File: config.mk
export PLATFORM = sky130hd
export DESIGN_NAME = multicycle_controller
export DESIGN_NICKNAME = d
export VERILOG_FILES = /design/src/rtl/multicycle_controller_pkg.sv /design/src/rtl/multicycle_controller_decoder.sv /design/src/rtl/multicycle_controller.sv
export SDC_FILE = /design/constraint.sdc
export NUM_CORES = 1
export LEC_CHECK = 0
export CORE_MARGIN = 8
export CORE_UTILIZATION = 25
export CTS_BUF_LIST = sky130_fd_sc_hd__clkbuf_4
export DETAILED_ROUTE_END_ITERATION = 6
export GPL_TIMING_DRIVEN = 0
export PLACE_DENSITY = 0.52
export SLEW_MARGIN = 0
export SYNTH_ARGS = -nofsm -noshare
export SYNTH_HDL_FRONTEND = slang
export SYNTH_SLANG_ARGS = --single-unit
File: constraint.sdc
create_clock -name clock -period 1.6 [get_ports clock]
set_clock_uncertainty 0.05 [all_clocks]
set_input_delay 0.24 -clock clock [delete_from_list [all_inputs] [get_ports clock]]
set_output_delay 0.24 -clock clock [all_outputs]
set_load 0.02 [all_outputs]
File: src/rtl/multicycle_controller_pkg.sv
`default_nettype none
// ============================================================================
// cpu_ctrl_pkg : opcodes, state enum, mux encodings and ALU function codes
//                shared by the multicycle stack-CPU controller.
// Revision     : 1.0
// ============================================================================
package cpu_ctrl_pkg;

    localparam logic [4:0] c_op_push       = 5'b00000;
    localparam logic [4:0] c_op_pop        = 5'b00001;
    localparam logic [4:0] c_op_br         = 5'b10000;
    localparam logic [4:0] c_op_call       = 5'b10001;
    localparam logic [4:0] c_op_ret        = 5'b10010;
    localparam logic [1:0] c_op_alu_prefix = 2'b01;

    typedef enum logic [2:0] {
        ST_FETCH  = 3'd0,
        ST_DECODE = 3'd1,
        ST_MEM    = 3'd2,
        ST_WB     = 3'd3,
        ST_HALT   = 3'd4,
        ST_TRAP   = 3'd5
    } state_t;

    localparam logic [1:0] c_addr_pc    = 2'd0;
    localparam logic [1:0] c_addr_sp    = 2'd1;
    localparam logic [1:0] c_addr_sp_m1 = 2'd2;

    localparam logic [1:0] c_pc_inc = 2'd0;
    localparam logic [1:0] c_pc_rel = 2'd1;
    localparam logic [1:0] c_pc_mdr = 2'd2;

    localparam logic [2:0] c_alu_pass = 3'b000;
    localparam logic [2:0] c_alu_inc  = 3'b001;
    localparam logic [2:0] c_alu_add  = 3'b010;
    localparam logic [2:0] c_alu_neg  = 3'b011;
    localparam logic [2:0] c_alu_or   = 3'b100;
    localparam logic [2:0] c_alu_not  = 3'b101;
    localparam logic [2:0] c_alu_dec  = 3'b110;

    // Exactly one bit is set for any opcode.
    typedef struct packed {
        logic push;
        logic pop;
        logic alu;
        logic br;
        logic call;
        logic ret;
        logic halt;
        logic undef;
    } op_class_t;

endpackage
`default_nettype wire

File: src/rtl/multicycle_controller_decoder.sv
`default_nettype none
// ============================================================================
// opcode_class_decoder : combinational IR[15:11] -> one-hot instruction class.
// Revision             : 1.0
// ============================================================================
module opcode_class_decoder
    import cpu_ctrl_pkg::*;
#(
    parameter logic [4:0] HALT_OPCODE = 5'b11111
) (
    input  logic [4:0] opcode,
    output op_class_t  op_class
);

    // HALT is matched first so a relocated HALT_OPCODE still yields one-hot.
    always_comb begin
        op_class = '0;
        if (opcode == HALT_OPCODE) begin
            op_class.halt = 1'b1;
        end else if (opcode[4:3] == c_op_alu_prefix) begin
            op_class.alu = 1'b1;
        end else begin
            case (opcode)
                c_op_push: op_class.push  = 1'b1;
                c_op_pop:  op_class.pop   = 1'b1;
                c_op_br:   op_class.br    = 1'b1;
                c_op_call: op_class.call  = 1'b1;
                c_op_ret:  op_class.ret   = 1'b1;
                default:   op_class.undef = 1'b1;
            endcase
        end
    end

endmodule
`default_nettype wire

File: src/rtl/multicycle_controller.sv
`default_nettype none
// ============================================================================
// multicycle_controller : FETCH/DECODE/MEM/WB sequencer for the 16-bit stack
//                         CPU. ILLEGAL_TRAP_EN adds TRAP state and illegal port.
// Revision              : 1.0
// ============================================================================
module multicycle_controller
    import cpu_ctrl_pkg::*;
#(
    parameter logic [4:0]  HALT_OPCODE = 5'b11111,
    parameter int unsigned WAIT_MAX    = 15
) (
    input  logic        clock,
    input  logic        reset,
    input  logic [15:0] ir,
    input  logic        mem_ready,
    input  logic        cond_true,
    output logic        ld_ir,
    output logic        ld_mdr,
    output logic        ld_pc,
    output logic        ld_sp,
    output logic        ld_reg,
    output logic        ld_flg,
    output logic        mem_req,
    output logic        mem_we,
    output logic [1:0]  addr_sel,
    output logic        din_sel,
    output logic        sp_dec,
    output logic [1:0]  pc_sel,
    output logic        reg_src,
    output logic [2:0]  func_sel,
    output logic [2:0]  reg_sel,
    output logic [3:0]  cond_sel,
    output logic        halted,
`ifdef ILLEGAL_TRAP_EN
    output logic        illegal,
`endif
    output logic        mem_timeout
);

    localparam logic [3:0] c_wait_max = WAIT_MAX[3:0];
    localparam logic [3:0] c_wait_pre = c_wait_max - 4'd1;

    state_t      state_q, state_d;
    logic [15:0] ir_q, ir_d;
    logic [3:0]  wait_q, wait_d;
    op_class_t   w_cls;
    logic        w_unused;

    opcode_class_decoder #(
        .HALT_OPCODE (HALT_OPCODE)
    ) u_decoder (
        .opcode   (ir_q[15:11]),
        .op_class (w_cls)
    );

    // IR[6:3] only feeds the datapath offset adder.
    assign w_unused = ^{ir_q[6:3], w_cls.undef};

    always_ff @(posedge clock) begin
        if (reset) begin
            state_q <= ST_FETCH;
            ir_q    <= '0;
            wait_q  <= '0;
        end else begin
            state_q <= state_d;
            ir_q    <= ir_d;
            wait_q  <= wait_d;
        end
    end

    always_comb begin
        state_d     = state_q;
        ir_d        = ir_q;
        wait_d      = 4'd0;
        ld_ir       = 1'b0;
        ld_mdr      = 1'b0;
        ld_pc       = 1'b0;
        ld_sp       = 1'b0;
        ld_reg      = 1'b0;
        ld_flg      = 1'b0;
        mem_req     = 1'b0;
        mem_we      = 1'b0;
        addr_sel    = c_addr_pc;
        din_sel     = 1'b0;
        sp_dec      = 1'b0;
        pc_sel      = c_pc_inc;
        reg_src     = 1'b0;
        func_sel    = c_alu_pass;
        reg_sel     = 3'd0;
        cond_sel    = 4'd0;
        halted      = 1'b0;
        mem_timeout = 1'b0;
`ifdef ILLEGAL_TRAP_EN
        illegal     = 1'b0;
`endif

        // Outputs stay quiet for the whole reset cycle, whatever the state.
        if (!reset) begin
            reg_sel  = ir_q[2:0];
            cond_sel = ir_q[10:7];
            func_sel = w_cls.alu ? ir_q[13:11] : c_alu_pass;

            unique case (state_q)
                ST_FETCH: begin
                    mem_req  = 1'b1;
                    addr_sel = c_addr_pc;
                    if (mem_ready) begin
                        ld_ir   = 1'b1;
                        ir_d    = ir;
                        state_d = ST_DECODE;
                    end else begin
                        mem_timeout = (wait_q == c_wait_pre);
                        wait_d      = (wait_q == c_wait_max) ? wait_q : wait_q + 4'd1;
                    end
                end
                ST_DECODE: begin
                    if (w_cls.halt) begin
                        state_d = ST_HALT;
                    end else if (w_cls.push | w_cls.pop | w_cls.alu | w_cls.call | w_cls.ret) begin
                        state_d = ST_MEM;
`ifdef ILLEGAL_TRAP_EN
                    end else if (w_cls.undef) begin
                        state_d = ST_TRAP;
`endif
                    end else begin
                        state_d = ST_WB;
                    end
                end
                ST_MEM: begin
                    mem_req = 1'b1;
                    if (w_cls.push | w_cls.call) begin
                        mem_we   = 1'b1;
                        addr_sel = c_addr_sp_m1;
                        din_sel  = w_cls.call;
                    end else begin
                        addr_sel = c_addr_sp;
                    end
                    if (mem_ready) begin
                        ld_mdr  = w_cls.pop | w_cls.alu | w_cls.ret;
                        state_d = ST_WB;
                    end else begin
                        mem_timeout = (wait_q == c_wait_pre);
                        wait_d      = (wait_q == c_wait_max) ? wait_q : wait_q + 4'd1;
                    end
                end
                ST_WB: begin
                    ld_pc   = 1'b1;
                    state_d = ST_FETCH;
                    if (w_cls.push) begin
                        ld_sp  = 1'b1;
                        sp_dec = 1'b1;
                    end
                    if (w_cls.pop) begin
                        ld_reg  = 1'b1;
                        reg_src = 1'b1;
                        ld_sp   = 1'b1;
                    end
                    if (w_cls.alu) begin
                        ld_reg = 1'b1;
                        ld_flg = 1'b1;
                    end
                    if (w_cls.br) begin
                        pc_sel = cond_true ? c_pc_rel : c_pc_inc;
                    end
                    if (w_cls.call) begin
                        ld_sp  = 1'b1;
                        sp_dec = 1'b1;
                        pc_sel = c_pc_rel;
                    end
                    if (w_cls.ret) begin
                        ld_sp  = 1'b1;
                        pc_sel = c_pc_mdr;
                    end
                end
                ST_HALT: begin
                    halted = 1'b1;
                end
                ST_TRAP: begin
                    halted = 1'b1;
`ifdef ILLEGAL_TRAP_EN
                    illegal = 1'b1;
`endif
                end
                default: begin
                    state_d = ST_FETCH;
                end
            endcase
        end
    end

endmodule
`default_nettype wire

==> out/results.tsv <==
stage	metric	value	unit
placement	I/O Buffers	41	
grt	grt total ovfl	0	
routing	initial drt markers	46	
die	core area	4060	um^2
layout	FF+latch area	403	um^2
pwr	Cell Int Power	801	uW
grt	largest net degree at the start of global routing	12	
logic_synthesis	average size of a mapped cell	7.50	um^2
die	Die Wd	81.3	um
clock_tree	H-Tree Depth	1	
routing	Vias/cell	4.66	
layout	Area growth, synth to finish	83.0	%
worst_setup_path	Setup crit end kind	primary output	
routing	wire per inst	13.8	um
pwr	VDD IR max	0.294	mV
timing	final worst slack	-0.369	ns
timing	worst-margin pin slew	0.494	ns
pwr	Comb pwr share	0.339	
logic_synthesis	EDFF count, synth	0	
timing	post-layout minimum cycle time	1.97	ns
logic_synthesis	syn_nets	164	
placement	placed instance area	1610	um^2
clock_tree	clock root cell	clkbuf_4	
pwr	Switching Share	0.323	
worst_setup_path	Worst Path Arrival	1.68	ns
worst_setup_path	Crit path max-delay family	simple AND/OR/NAND/NOR gates	
min_path	Hold Crit Class	in -> reg	
worst_setup_path	CP max stage delay	0.55	ns
logic_synthesis	Synth Flop Type	dfxtp_1	
job	max_cap viols	0	
logic_synthesis	flops & latches, synth	19	
timing	period utilization	1.23	
worst_setup_path	Worst Setup Start Kind	flip-flop	
pwr	net load switching power	383	uW
grt	vias in the first global route	1287	
placement	gpl congestion	0.753	
die	die area	6600	um^2
timing	Rel. slew slack	0.671	
worst_setup_path	CP Max Fanout	2	
worst_setup_path	crit path kind	reg -> out	
clock_tree	number of buffers created by CTS	3	
worst_setup_path	WP buf/inv	1	
logic_synthesis	number of distinct library cells after synthesis	35	
routing	final wirelength	3520	um
logic_synthesis	synthesized instance count	142	
status	status	finished, violations left	
die	initial cell density of the core	0.262	
grt	gr usage total	0.114	
layout	post-route cell area	1950	um^2
routing	antenna viol nets, final	0	
logic_synthesis	YS warnings	0	
timing	unrepaired setup endpoints after global routing	true	
clock_tree	CTS Sinks	19	
pwr	sequential share of power	0.454	
die	DIE HEIGHT	81.3	um
status	failing checks	negative setup slack	
pwr	post-layout power	1.18	mW
clock_tree	clock-pin slew of the registers on the worst-case setup and hold paths	0.12	ns
logic_synthesis	Synth async-reset ratio	0	
grt	antenna violations before repair	0	
clock_tree	Post-CTS Hold Fix Bufs	0	
layout	commonest non-fill, non-tap cell in the layout	nand2_1	
layout	Layout fillers	400	
logic_synthesis	sequential area share after synthesis	0.357	
clock_tree	clock buffer depth	2	
timing	Hold Slack	0.337	ns
timing	Setup-failing EPs final	16	
pwr	Lkg Pwr	0.795	nW
clock_tree	CTS tree	built	
logic_synthesis	cell area after synthesis	1060	um^2
die	Top Ports	47	
pwr	Clk network pwr share	0.208	
placement	dpl ws	-0.830	ns
worst_setup_path	WP data required	1.31	ns
timing	Final Hold Fails	0	
pwr	PD cells	608	nW/um^2
timing	Fmax	508	MHz
layout	commonest cells after routing, fill and taps aside	25 x nand2_1, 21 x buf_6, 20 x buf_4	
worst_setup_path	slowest CP cell	or4b_4	
routing	vias	1188	
routing	DRC viols	0	
layout	share of layout cells above drive strength 1	0.459	
routing	1st-pass router iterations	4	
placement	DP Wirelength	2440	um
worst_setup_path	CP cell instances	or4b_4 -> o211ai_2 -> and4_4 -> buf_6	
clock_tree	worst-skew pair later-pin latency	0.30	ns
layout	Multi-input gate area	791	um^2
die	num rows	23	
layout	Post-Route Utilization	0.480	
timing	Final Slew Violations	0	
grt	global-route wire length before repair	6020	um
layout	n_diodes	0	
layout	Nets	228	
==> metal layers <==
metal	share of wire	GRT usage	vias to the layer above
met4	0.0034	0.0321	0
met2	0.47	0.185	37
met3	0.084	0.0497	2
met1	0.44	0.132	542
li1	-	-	607
met5	0	0	-
==> per-stage QoR <==
| step | TNS, ns | std cells |
|---|---|---|
| after CTS | -2.97 | 257 |
| after floorplan | -0.183 | 142 |
| after detailed placement | -11.07 | 233 |
| final | -2.38 | 255 |
| after global routing | -4.14 | 255 |
| after global placement | -10.62 | 233 |
==> tightest hold or removal path, delay by kind of cell <==
kind,cells,cell delay [ns]
buffers and inverters,1,0.24
AOI/OAI and AO/OA,1,0.10
and+or+nand+nor,1,0.08
==> cell type report <==
| class | instances | share of cell area |
|---|---|---|
| Clock buffer | 3 | 0.0116 |
| Inverter | 6 | 0.0128 |
| Timing Repair Buffer | 64 | 0.311 |
| Tap cell | 50 | 0.0321 |
| Multi-Input combinational cell | 107 | 0.406 |
| Sequential cell | 19 | 0.207 |
| Clock inverter | 1 | 0.00257 |
| Buffer | 5 | 0.0167 |
==> flip-flops by register name, summed over array words and instances (netlist names) <==
register,cells
wait_q,4
ir_q,12
state_q,3
==> cell families (layout without fill, tap and decap cells) <==
logic type / Yosys count / count (layout) / synth area share
AO/OA/AOI/OAI: 26 / 26 / 0.149
XOR/XNOR: 2 / 2 / 0.0165
adder cells (fa/ha/maj): 2 / 2 / 0.0235
buffers and inverters: 16 / 79 / 0.0823
flip-flops: 19 / 19 / 0.357
AND/OR/NAND/NOR: 77 / 77 / 0.371
==> worst paths after layout <==
kind	from	endpoint	slack, ns	cells past startpoint
setup / recovery	ir_q[12]$_SDFFE_PP0P_	ld_mdr	-0.37	4
hold / removal	reset	state_q[2]$_SDFFE_PP0P_	0.34	3
setup reg to reg	state_q[0]$_SDFFE_PP0P_	ir_q[7]$_SDFFE_PP0P_	0.02	5
hold reg to reg	ir_q[8]$_SDFFE_PP0P_	ir_q[8]$_SDFFE_PP0P_	0.41	2
==> synthesized netlist by cell type, types with 2 or more instances <==
cell type | number | area [um^2]
and2_1 | 3 | 18.8
nand2_1 | 27 | 101
or4b_4 | 2 | 27.5
o21ai_0 | 2 | 10.0
ha_1 | 2 | 25.0
nor2_1 | 15 | 56.3
a211oi_1 | 2 | 15.0
buf_6 | 2 | 22.5
buf_2 | 4 | 20.0
clkbuf_1 | 2 | 7.51
nor3_1 | 5 | 25.0
inv_1 | 5 | 18.8
nand3b_1 | 2 | 15.0
a31oi_1 | 2 | 12.5
nor2b_1 | 7 | 43.8
nand3_1 | 6 | 30.0
a21oi_1 | 14 | 70.1
buf_4 | 2 | 15.0
nand2b_1 | 3 | 18.8
o211ai_1 | 2 | 15.0
dfxtp_1 | 19 | 380
==> power by group through the flow <==
| stage | logic (mW) | clock network (mW) | registers, mW |
|---|---|---|---|
| 6_report | 0.401 | 0.246 | 0.537 |
| 5_1_grt | 0.436 | 0.303 | 0.541 |
| 4_1_cts | 0.414 | 0.263 | 0.527 |
| 3_5_place_dp | 0.311 | 0 | 0.534 |
| 3_3_place_gp | 0.305 | 0 | 0.532 |
| 2_1_floorplan | 0.204 | 0 | 0.529 |
==> timing repair <==
item	4_1_cts	5_1_grt
endpoints found under the setup margin	27	31
setup buffers	22	3
resized for setup	159	24
pin swaps	11	9
Note: power is estimated with default switching activity, not from simulation.
